File: config.mk
export PLATFORM = sky130hd
export DESIGN_NAME = addr8s_frame_accum
export DESIGN_NICKNAME = d
export VERILOG_FILES = /design/src/rtl/addr8s_frame_accum_pkg.sv /design/src/rtl/addr8s_acc_add.sv /design/src/rtl/addr8s_frame_accum.sv
export SDC_FILE = /design/constraint.sdc
export NUM_CORES = 1
export LEC_CHECK = 0
export ABC_AREA = 1
export BUFFER_PORTS_ARGS = -buffer_cell sky130_fd_sc_hd__buf_2
export CORE_ASPECT_RATIO = 0.7
export CORE_UTILIZATION = 35
export DETAILED_ROUTE_END_ITERATION = 16
export HOLD_SLACK_MARGIN = 0.03
export PLACE_DENSITY = 0.6
export SYNTH_ARGS = -nofsm -noshare
export SYNTH_HDL_FRONTEND = slang
export SYNTH_SLANG_ARGS = --single-unit
File: constraint.sdc
create_clock -name clk -period 1.6 [get_ports clk]
set_clock_uncertainty 0.05 [all_clocks]
set_input_delay 0.48 -clock clk [delete_from_list [all_inputs] [get_ports clk]]
set_output_delay 0.48 -clock clk [all_outputs]
set_load 0.1 [all_outputs]
File: src/rtl/addr8s_frame_accum_pkg.sv
// Shared constants and state encoding for the frame accumulator.
// Optional saturation is selected with ADDR8S_FRAME_ACCUM_SAT_EN.
package addr8s_frame_accum_pkg;
  localparam int IN_W  = 9;
  localparam int CNT_W = 8;

  typedef enum logic [1:0] {
    IDLE  = 2'd0,
    ACCUM = 2'd1,
    HOLD  = 2'd2
  } state_e;
endpackage

File: src/rtl/addr8s_acc_add.sv
// Signed ACC_W-bit adder with overflow flag; with ADDR8S_FRAME_ACCUM_SAT_EN
// defined the result clamps to the signed range, otherwise it wraps.
module addr8s_acc_add #(
  parameter int ACC_W = 12
) (
  input  logic [ACC_W-1:0] a,
  input  logic [ACC_W-1:0] b,
  output logic [ACC_W-1:0] sum,
  output logic             ovf
);
  logic [ACC_W-1:0] raw;

  assign raw = a + b;
  // Overflow only when both operands share a sign the result does not.
  assign ovf = (a[ACC_W-1] == b[ACC_W-1]) && (raw[ACC_W-1] != a[ACC_W-1]);

`ifdef ADDR8S_FRAME_ACCUM_SAT_EN
  localparam logic [ACC_W-1:0] POS_MAX = {1'b0, {(ACC_W-1){1'b1}}};
  localparam logic [ACC_W-1:0] NEG_MIN = {1'b1, {(ACC_W-1){1'b0}}};
  assign sum = ovf ? (a[ACC_W-1] ? NEG_MIN : POS_MAX) : raw;
`else
  assign sum = raw;
`endif
endmodule

File: src/rtl/addr8s_frame_accum.sv
// Frame accumulator: sums FRAME_LEN signed 9-bit samples (or fewer on flush)
// and holds the total until the consumer takes it. Macro: ADDR8S_FRAME_ACCUM_SAT_EN.
module addr8s_frame_accum
  import addr8s_frame_accum_pkg::*;
#(
  parameter int FRAME_LEN = 8,
  parameter int ACC_W     = 12
) (
  input  logic             clk,
  input  logic             rst,
  input  logic             in_valid,
  output logic             in_ready,
  input  logic [IN_W-1:0]  in_sum,
  input  logic             flush,
  output logic             out_valid,
  input  logic             out_ready,
  output logic [ACC_W-1:0] out_acc,
  output logic [CNT_W-1:0] out_cnt,
  output logic             out_ovf
);
  localparam logic [CNT_W-1:0] LEN = CNT_W'(FRAME_LEN);

  state_e           state_q;
  logic [ACC_W-1:0] acc_q;
  logic [CNT_W-1:0] cnt_q;
  logic             ovf_q;
  logic             out_valid_q;

  logic [ACC_W-1:0] sum_ext;
  logic [ACC_W-1:0] add_sum;
  logic             add_ovf;
  logic [CNT_W-1:0] cnt_inc;

  assign sum_ext = ACC_W'($signed(in_sum));
  assign cnt_inc = cnt_q + CNT_W'(1);

  addr8s_acc_add #(.ACC_W(ACC_W)) u_add (
    .a   (acc_q),
    .b   (sum_ext),
    .sum (add_sum),
    .ovf (add_ovf)
  );

  always_ff @(posedge clk or posedge rst) begin
    if (rst) begin
      state_q     <= IDLE;
      acc_q       <= '0;
      cnt_q       <= '0;
      ovf_q       <= 1'b0;
      out_valid_q <= 1'b0;
    end else begin
      case (state_q)
        IDLE: begin
          if (in_valid) begin
            acc_q <= sum_ext;
            cnt_q <= CNT_W'(1);
            ovf_q <= 1'b0;
            if (FRAME_LEN == 1 || flush) begin
              state_q     <= HOLD;
              out_valid_q <= 1'b1;
            end else begin
              state_q <= ACCUM;
            end
          end
        end
        ACCUM: begin
          if (in_valid) begin
            acc_q <= add_sum;
            cnt_q <= cnt_inc;
            ovf_q <= ovf_q | add_ovf;
            if (cnt_inc == LEN || flush) begin
              state_q     <= HOLD;
              out_valid_q <= 1'b1;
            end
          end else if (flush) begin
            state_q     <= HOLD;
            out_valid_q <= 1'b1;
          end
        end
        HOLD: begin
          // No input is taken here, so the return to IDLE costs one bubble.
          if (out_ready) begin
            state_q     <= IDLE;
            out_valid_q <= 1'b0;
          end
        end
        default: begin
          state_q     <= IDLE;
          out_valid_q <= 1'b0;
        end
      endcase
    end
  end

  assign in_ready  = (state_q != HOLD);
  assign out_valid = out_valid_q;
  assign out_acc   = acc_q;
  assign out_cnt   = cnt_q;
  assign out_ovf   = ovf_q;
endmodule

# [After elaboration in Yosys (flattened, before gate mapping)]
# Cells that the tools add are included.
[word_totals] ram_bits=0 regBits=24 romBits=0 output_inout_bits=23 latchBits=0 mem_count=0 input_bits=14 wordCells=48
[op_classes] div_mod_pow=0 n_mul=0 muxes=22 magnitude_cmp=0 n_bitwise=1 n_eq_ne=11 n_shift=0 reduce_logical=7 addsub=2
[ops] cell="$mux W12" count=2
[ops] cell="$pmux W12 S2" count=1
[ops] cell="$mux W8" count=2
[ops] cell="$pmux W8 S2" count=1
[ops] cell="$add A12 B12 Y12" count=1
[ops] cell="$mux W2" count=6
[ops] cell="$add A8 B1 Y8 const B" count=1
[ops] cell="$eq A8 B4 Y1 const B" count=1
[ops] cell="$ne A2 B2 Y1 const B" count=4
[ops] cell="$mux W1" count=7
[ops] cell="$ne A3 B3 Y1 const B" count=2
[ops] cell="$pmux W2 S3" count=1
[ops] cell="$reduce_and A3 Y1" count=2
[ops] cell="$reduce_and A4 Y1" count=1
[ops] cell="$pmux W1 S3" count=1
[ops] cell="$eq A2 B1 Y1 const B" count=1
[ops] cell="$eq A2 B2 Y1 const B" count=1
[ops] cell="$logic_not A2 Y1" count=1
[ops] cell="$pmux W1 S2" count=1
[ops] cell="$reduce_bool A2 Y1" count=1
[ops] cell="$eq A1 B1 Y1" count=1
[ops] cell="$logic_and A1 B1 Y1" count=1
[ops] cell="$logic_or A1 B1 Y1" count=1
[ops] cell="$ne A1 B1 Y1" count=1
[ops] cell="$or A1 B1 Y1" count=1

# [Logic depth before layout (Yosys ltp)]
# Gate-level depths: netlist of the first run.
[depth] word_depth=6 mapped_depth=11 mapped_depth_nobuf=11

# [By module]
# A second synthesis of the first run with hierarchy kept.
[hier_totals] hier_cells=300 area_unflattened_um2=2011.9
[modules_own_cells] module="addr8s_frame_accum" area_each_um2=1337.5 seq_area_each_um2=600.6 instances=1 cells_each=175
[modules_own_cells] module="addr8s_acc_add" area_each_um2=674.4 seq_area_each_um2=0.0 instances=1 cells_each=125

# [Least setup slack after synthesis of the first run]
# Ideal clock, no wire load.
[synth_timing] path_type="reg2reg" startpoint="register acc_q[0] (netlist: out_acc[0])" endpoint="register acc_q[10] (netlist: out_acc[10])" arrival_time_ns=2.265 path_buffers=0 stages_incl_launch_ff=12 slack_ns=-0.833 setup_time_ns=0.117 synth_period_minus_slack_ns=2.433 t_required_ns=1.433 path_cell_list="dfrtp_1 > ha_1 > inv_1 > fa_1 > inv_1 > nand4_1 > nand3_1 > nand4_1 > nand2_1 > nand2_1 > nand3_1 > nand2_1"
[synth_between] elab_chain_cells=3
[synth_rtl] element="start: declaration" line="addr8s_frame_accum.sv:24" source="logic [ACC_W-1:0] acc_q;"
[synth_rtl] element="start signal: assignment" line="addr8s_frame_accum.sv:55" source="acc_q <= sum_ext;"
[synth_rtl] element="start signal: assignment" line="addr8s_frame_accum.sv:68" source="acc_q <= add_sum;"
[synth_rtl] element="$add A12 B12 Y12" line="addr8s_acc_add.sv:13" source="assign raw = a + b;"
[synth_rtl] element="$mux W12" line="addr8s_frame_accum.sv:67" source="if (in_valid) begin"
[synth_rtl] element="$pmux W12 S2" line="addr8s_frame_accum.sv:52" source="case (state_q)"
# No other way between the ends. The select of a mux whose other input is x is not followed.
# A chain may end at the register's enable or synchronous reset.

# [Final worst setup path of the first run]
[layout_timing] startpoint="register acc_q[0] (netlist: out_acc[0])" endpoint="register acc_q[6] (netlist: out_acc[6])"
# The elaborated chain is that of the path after synthesis.

==> impl_metrics.csv, run 1 <==
group,metric,value,unit
status,outcome,"complete, but fails checks",
status,violations,"setup timing",
layout,fin_area,3229,um2
clock_network,ctsHtreeMaxLevel,1,
critical_path,reg2regPathDepth,10,
job,cap_violations,0,
critical_path,cp_slowest_stage_delay,440,ps
critical_path,cp.buffers_inverters,3,
synth,synth.yosys.seq_area_share,32.32,%
routing,wl,5468,um
placement,port_buffers,36,
synth,syn_inst,261,
sta,final_hold_viol_count,0,
sta,slew-limit-headroom,63.16,%
global_route,grt_pass1_vias,1885,
routing,routed_via_density,4.822,
clock_network,cts_tree,"yes",
synth,yosysMostFrequentCell,"nand2_1",
synth,post_synth.cell_area_avg,7.119,um2
layout,diodes,0,
critical_path,worst_ep_required_time,1760,ps
floorplan,fp-row-count,21,
power_and_ir_drop,irDropWorstVdd,1.343,mV
power_and_ir_drop,leakage,1.471,nW
layout,fill_cells,413,
synth,ys_seq_elements,24,
floorplan,die_h,62.96,um
layout,fin_nets,370,
sta,timing.final.crit_period,1763,ps
global_route,grtUsageTotal,20.21,%
min_path,hp-class,"in -> async",
clock_network,cts_root_buf,"clkbuf_8",
sta,setup_slack,-163.0,ps
clock_network,clkTransAtPathRegs,100,ps
critical_path,cp-start-kind,"register",
critical_path,crit_family,"adder cells",
synth,synth-edff-count,0,
critical_path,critPathMaxFanout,3,
critical_path,crit_path_end_kind,"register",
global_route,antenna_found_initial,0,
floorplan,pin_count,37,
synth,yosysWarningCount,0,
layout,syn2layout_area_growth,73.80,%
clock_network,cts_buffers,3,
critical_path,crit_path_frequent_cell,"inv_2",
critical_path,cp.depth,10,
placement,gp_congestion,0.8685,
routing,firstDrtPassIters,5,
floorplan,dieArea,5609,um2
synth,yosys.area.top_type_share,32.32,%
critical_path,path_cells,"ha_4 -> inv_2 -> fa_2 -> inv_2 -> nand4_1 -> nand3_2 -> buf_4 -> xor2_1 -> nor2_1 -> o21ai_1",
critical_path,cp_slowest_cell,"dfrtp_4",
global_route,grt-ovfl-total,0,
critical_path,path_class,"reg -> reg",
synth,synth_area,1858,um2
sta,finalMaxSlewViolations,0,
floorplan,core_area,4940,um2
floorplan,start_util,37.61,%
floorplan,die_w,89.09,um
layout,drive_gt1_share,49.12,%
synth,synth.distinct_cells,31,
global_route,grt_first_pass_wirelength,8769,um
routing,ant_nets,0,
sta,finalSetupViolCount,21,
placement,dp_slack,-283.1,ps
synth,yosysTopAreaCell,"dfrtp_1",
synth,synth-async-reset-ratio,100.0,%
clock_network,cts_buffer_depth,2,
clock_network,cts.sinks,24,
power_and_ir_drop,power_density,2269,nW/um2
synth,syn-num-nets,288,
sta,rsz0062_at_grt,"true",
routing,drc,0,
synth,synthTopCellsByArea,"dfrtp_1, nand2_1, ha_1, inv_1, nand3_1",
sta,finalCritPeriodShare,110.2,%
sta,tightest_slew,552.0,ps
routing,drt_iter0_markers,83,
global_route,grt_start_max_net_pins,25,
placement,place_area,2977,um2
routing,vias,1982,
synth,synthFlopType,"dfrtp_1",
routing,routedWlPerCell,13.30,um
synth,synth.top_cells.by_count,"nand2_1, inv_1, dfrtp_1",
clock_network,clkLatencyLatePin,280,ps
critical_path,arrival,1920,ps
sta,fmax,0.5672,GHz
placement,dp_hpwl,4084,um
worst reg2reg max path: cells and delay by family, from the launching register on:
kind                     cells  cell delay, ps
XOR/XNOR                     1             140
flip-flops                   1             440
AND/OR/NAND/NOR              3             250
adder cells (fa/ha/maj)      2             480
AO/OA/AOI/OAI                1             130
buffers and inverters        3             210
layer usage:
layer / track usage [%] / share of wire (%) / vias to the layer above
met1: 29.68 / 50 / 908
met4: 5.556 / 1.2 / 0
li1: - / - / 1014
met3: 3.699 / 4.6 / 6
met5: 0 / 0 / -
met2: 30.06 / 44 / 54
flip-flops by register name (all words and copies together), names as in the netlist:
| name | cells |
|---|---|
| out_acc | 12 |
| out_cnt | 8 |
| out_ovf | 1 |
| out_valid | 1 |
| state_q | 2 |
final cells by class:
cell class | count | area (um2) | area share [%]
clock buffers | 4 | 55.05 | 1.705
inverters | 36 | 137.6 | 4.262
multi-input cells | 197 | 1379 | 42.70
flip-flops and latches | 24 | 659.4 | 20.42
well taps | 69 | 86.33 | 2.673
repair buffers | 81 | 912.1 | 28.24
path summary, 6_finish.rpt:
kind | startpoint | endpoint | slack, ps
max in group asynchronous | rst | out_acc[7] | 1010
setup / recovery | out_acc[0] | out_acc[6] | -160
hold / removal | rst | out_cnt[1] | 180
min in group clk | in_sum[2] | out_acc[2] | 400
hold reg to reg | state_q[0] | state_q[0] | 530
setup reg to reg | out_acc[0] | out_acc[6] | -160
through the flow:
stage                     hold slack, ps  TNS, ps  power [W]  std cells  util, %
after detailed placement           505.9    -2225   0.006428        395    60.26
final                              183.2    -1189   0.007327        411    65.37
after global routing               239.1    -2732   0.007763        411    65.37
after global placement             505.4    -1900   0.006362        395    60.26
after floorplan                    444.5    -1988   0.004477        261        -
after CTS                          192.7    -1316   0.007121        402    63.45
cell usage in the layout (no fill, tap or decap), types with 7 or more instances in the layout:
master    n
a21oi_1  11
buf_12   23
buf_2    13
buf_4    32
buf_6    13
dfrtp_2   8
dfrtp_4  13
ha_4     12
inv_1    30
nand2_1  56
nand2_2  12
nand3_1  14
nand3_2   7
nand4_1   8
nor2_1   16
nor2_2    9
o21ai_0  10
o21ai_1   9
where the power goes:
part / internal, W / leakage (nW) / switching (W)
combinational: 0.00242 / 1.17 / 0.00320
clock: 0.000220 / 0.0288 / 0.000212
sequential: 0.000938 / 0.277 / 0.000336
total: 0.00357 / 1.47 / 0.00375
logic make-up after synthesis:
group | after synthesis | synth area share, %
flip-flops | 24 | 32.32
AND/OR/NAND/NOR | 132 | 33.54
adder cells (fa/ha/maj) | 13 | 9.158
XOR/XNOR | 7 | 3.300
buffers and inverters | 40 | 8.485
AO/OA/AOI/OAI | 45 | 13.20
repair_timing:
action                     CTS  global route
buffers inserted             3            13
pin swaps                   16             9
setup endpoints to repair   26            29
cloned                       0             0
hold buffers                 0             0
resized for setup           22            13
(Power assumes the default switching activity.)
==> inputs of run 2 (changes only) <==
- PLACE_DENSITY: 0.6 -> 0.58
- SKIP_LAST_GASP: default -> 1
- clock period: 1.6 -> 1.9 ns (I/O delays scaled with it)
==> impl_metrics.csv, run 2 (synthesized netlist as in run 1, its figures left out) <==
group,metric,value,unit
clock_network,hold_buffers,0,
critical_path,r2r_start,"out_acc[0]",
routing,firstDrtPassIters,4,
sta,tightest_slew,526.5,ps
critical_path,path_class,"reg -> out",
sta,rsz0062_at_grt,"true",
floorplan,pin_count,37,
floorplan,fp-row-count,21,
sta,finalSetupViolCount,0,
min_path,hp-class,"in -> async",
sta,finalCritPeriodShare,95.05,%
sta,timing.final.crit_period,1806,ps
critical_path,cp.buffers_inverters,1,
clock_network,cts_root_buf,"clkbuf_8",
floorplan,start_util,37.61,%
clock_network,clkLatencyLatePin,270,ps
clock_network,cts_buffers,3,
layout,diodes,0,
critical_path,r2r-end,"out_acc[10]",
clock_network,cts_buffer_depth,2,
status,outcome,"finished clean",
layout,drive_gt1_share,33.75,%
critical_path,reg2regPathDepth,11,
routing,routedWlPerCell,12.01,um
clock_network,ctsHtreeMaxLevel,1,
clock_network,clkTransAtPathRegs,100,ps
placement,dp_hpwl,3611,um
routing,drc,0,
layout,largest_register_ffs,12,
routing,routed_via_density,4.681,
critical_path,path_cells,"buf_2",
placement,port_buffers,36,
clock_network,cts_tree,"yes",
sta,final_hold_viol_count,0,
layout,final_cell_mix,"nand2_1, buf_2, inv_1",
critical_path,crit_family,"buffers and inverters",
global_route,antenna_found_initial,0,
routing,wl,4634,um
layout,fin_nets,345,
critical_path,cp_slowest_stage_delay,460,ps
global_route,grt_start_max_net_pins,25,
layout,fin_cells,386,
routing,ant_nets,0,
floorplan,core_area,4940,um2
placement,placedCellCount,381,
floorplan,die_h,62.96,um
global_route,grt-ovfl-total,0,
layout,syn2layout_area_growth,29.36,%
global_route,grt_pass1_vias,1639,
global_route,grt_first_pass_wirelength,7748,um
global_route,grtUsageTotal,18.12,%
critical_path,r2r_slack,120,ps
critical_path,cp_slowest_cell,"buf_2",
placement,gp_congestion,0.8800,
critical_path,critPathMaxFanout,5,
critical_path,arrival,1190,ps
sta,finalMaxSlewViolations,0,
layout,layout_commonest_cell,"nand2_1",
critical_path,worst_ep_required_time,1280,ps
critical_path,cp-start-kind,"register",
routing,drt_iter0_markers,102,
sta,slew-limit-headroom,64.86,%
routing,vias,1807,
clock_network,cts.sinks,24,
floorplan,dieArea,5609,um2
sta,fmax,0.5537,GHz
critical_path,crit_path_end_kind,"primary output",
job,cap_violations,0,
floorplan,die_w,89.09,um
-- run 2: cell count changes in the layout (fill, tap and decap cells not counted), sizes merged --
| cell | before | now |
|---|---|---|
| buf | 81 | 56 |
-- run 2: final cells by class --
class	count	area (um2)
inverters	36	135.1
multi-input cells	197	1145
repair buffers	56	345.3
fillers	533	2536
clock buffers	4	55.05
well taps	69	86.33
flip-flops and latches	24	636.9
-- run 2: how the worst max path moves through the flow --
stage / startpoint / to / slack, ps / cells after the start
2_1_floorplan: out_acc[0] / out_acc[10] / -6 / 11
3_3_place_gp: in_sum[0] / out_acc[8] / -130 / 12
3_5_place_dp: in_sum[0] / out_acc[8] / -140 / 12
4_1_cts: state_q[0] / in_ready / 40 / 3
5_1_grt: out_acc[0] / out_acc[10] / -5 / 11
6_report: out_acc[11] / out_acc[11] / 90 / 1
-- run 2: what timing repair did --
action | 4_1_cts | 5_1_grt
gates resized for setup | 0 | 6
buffers inserted | 0 | 1
setup endpoints to repair | 0 | 6
-- run 2: stage by stage --
stage	instance area, um2	hold slack (ps)	utilization (%)	setup TNS (ps)	worst slack, ps
floorplan	1916	517.8	-	-5.719	-5.719
finish	2404	285.4	48.66	0	94.11
CTS	2372	292.6	48.02	0	41.19
global route	2404	313.0	48.66	-5.374	-5.374
detailed placement	2317	442.5	46.91	-846.1	-137.2
global placement	2317	435.1	46.91	-613.1	-125.9
-- run 2: routing by layer --
metal  GRT usage (%)  up-vias  routed length, um
met5               0        -                  0
met4           2.381        0                 17
met3           3.567        2                274
met2           24.81       43               1798
met1           29.25      800               2544
li1                -      962                  -
Power of run 2 is left out: the tool's default activity adds up to more than one toggle a clock period on the data nets, which glitch-free logic cannot reach.
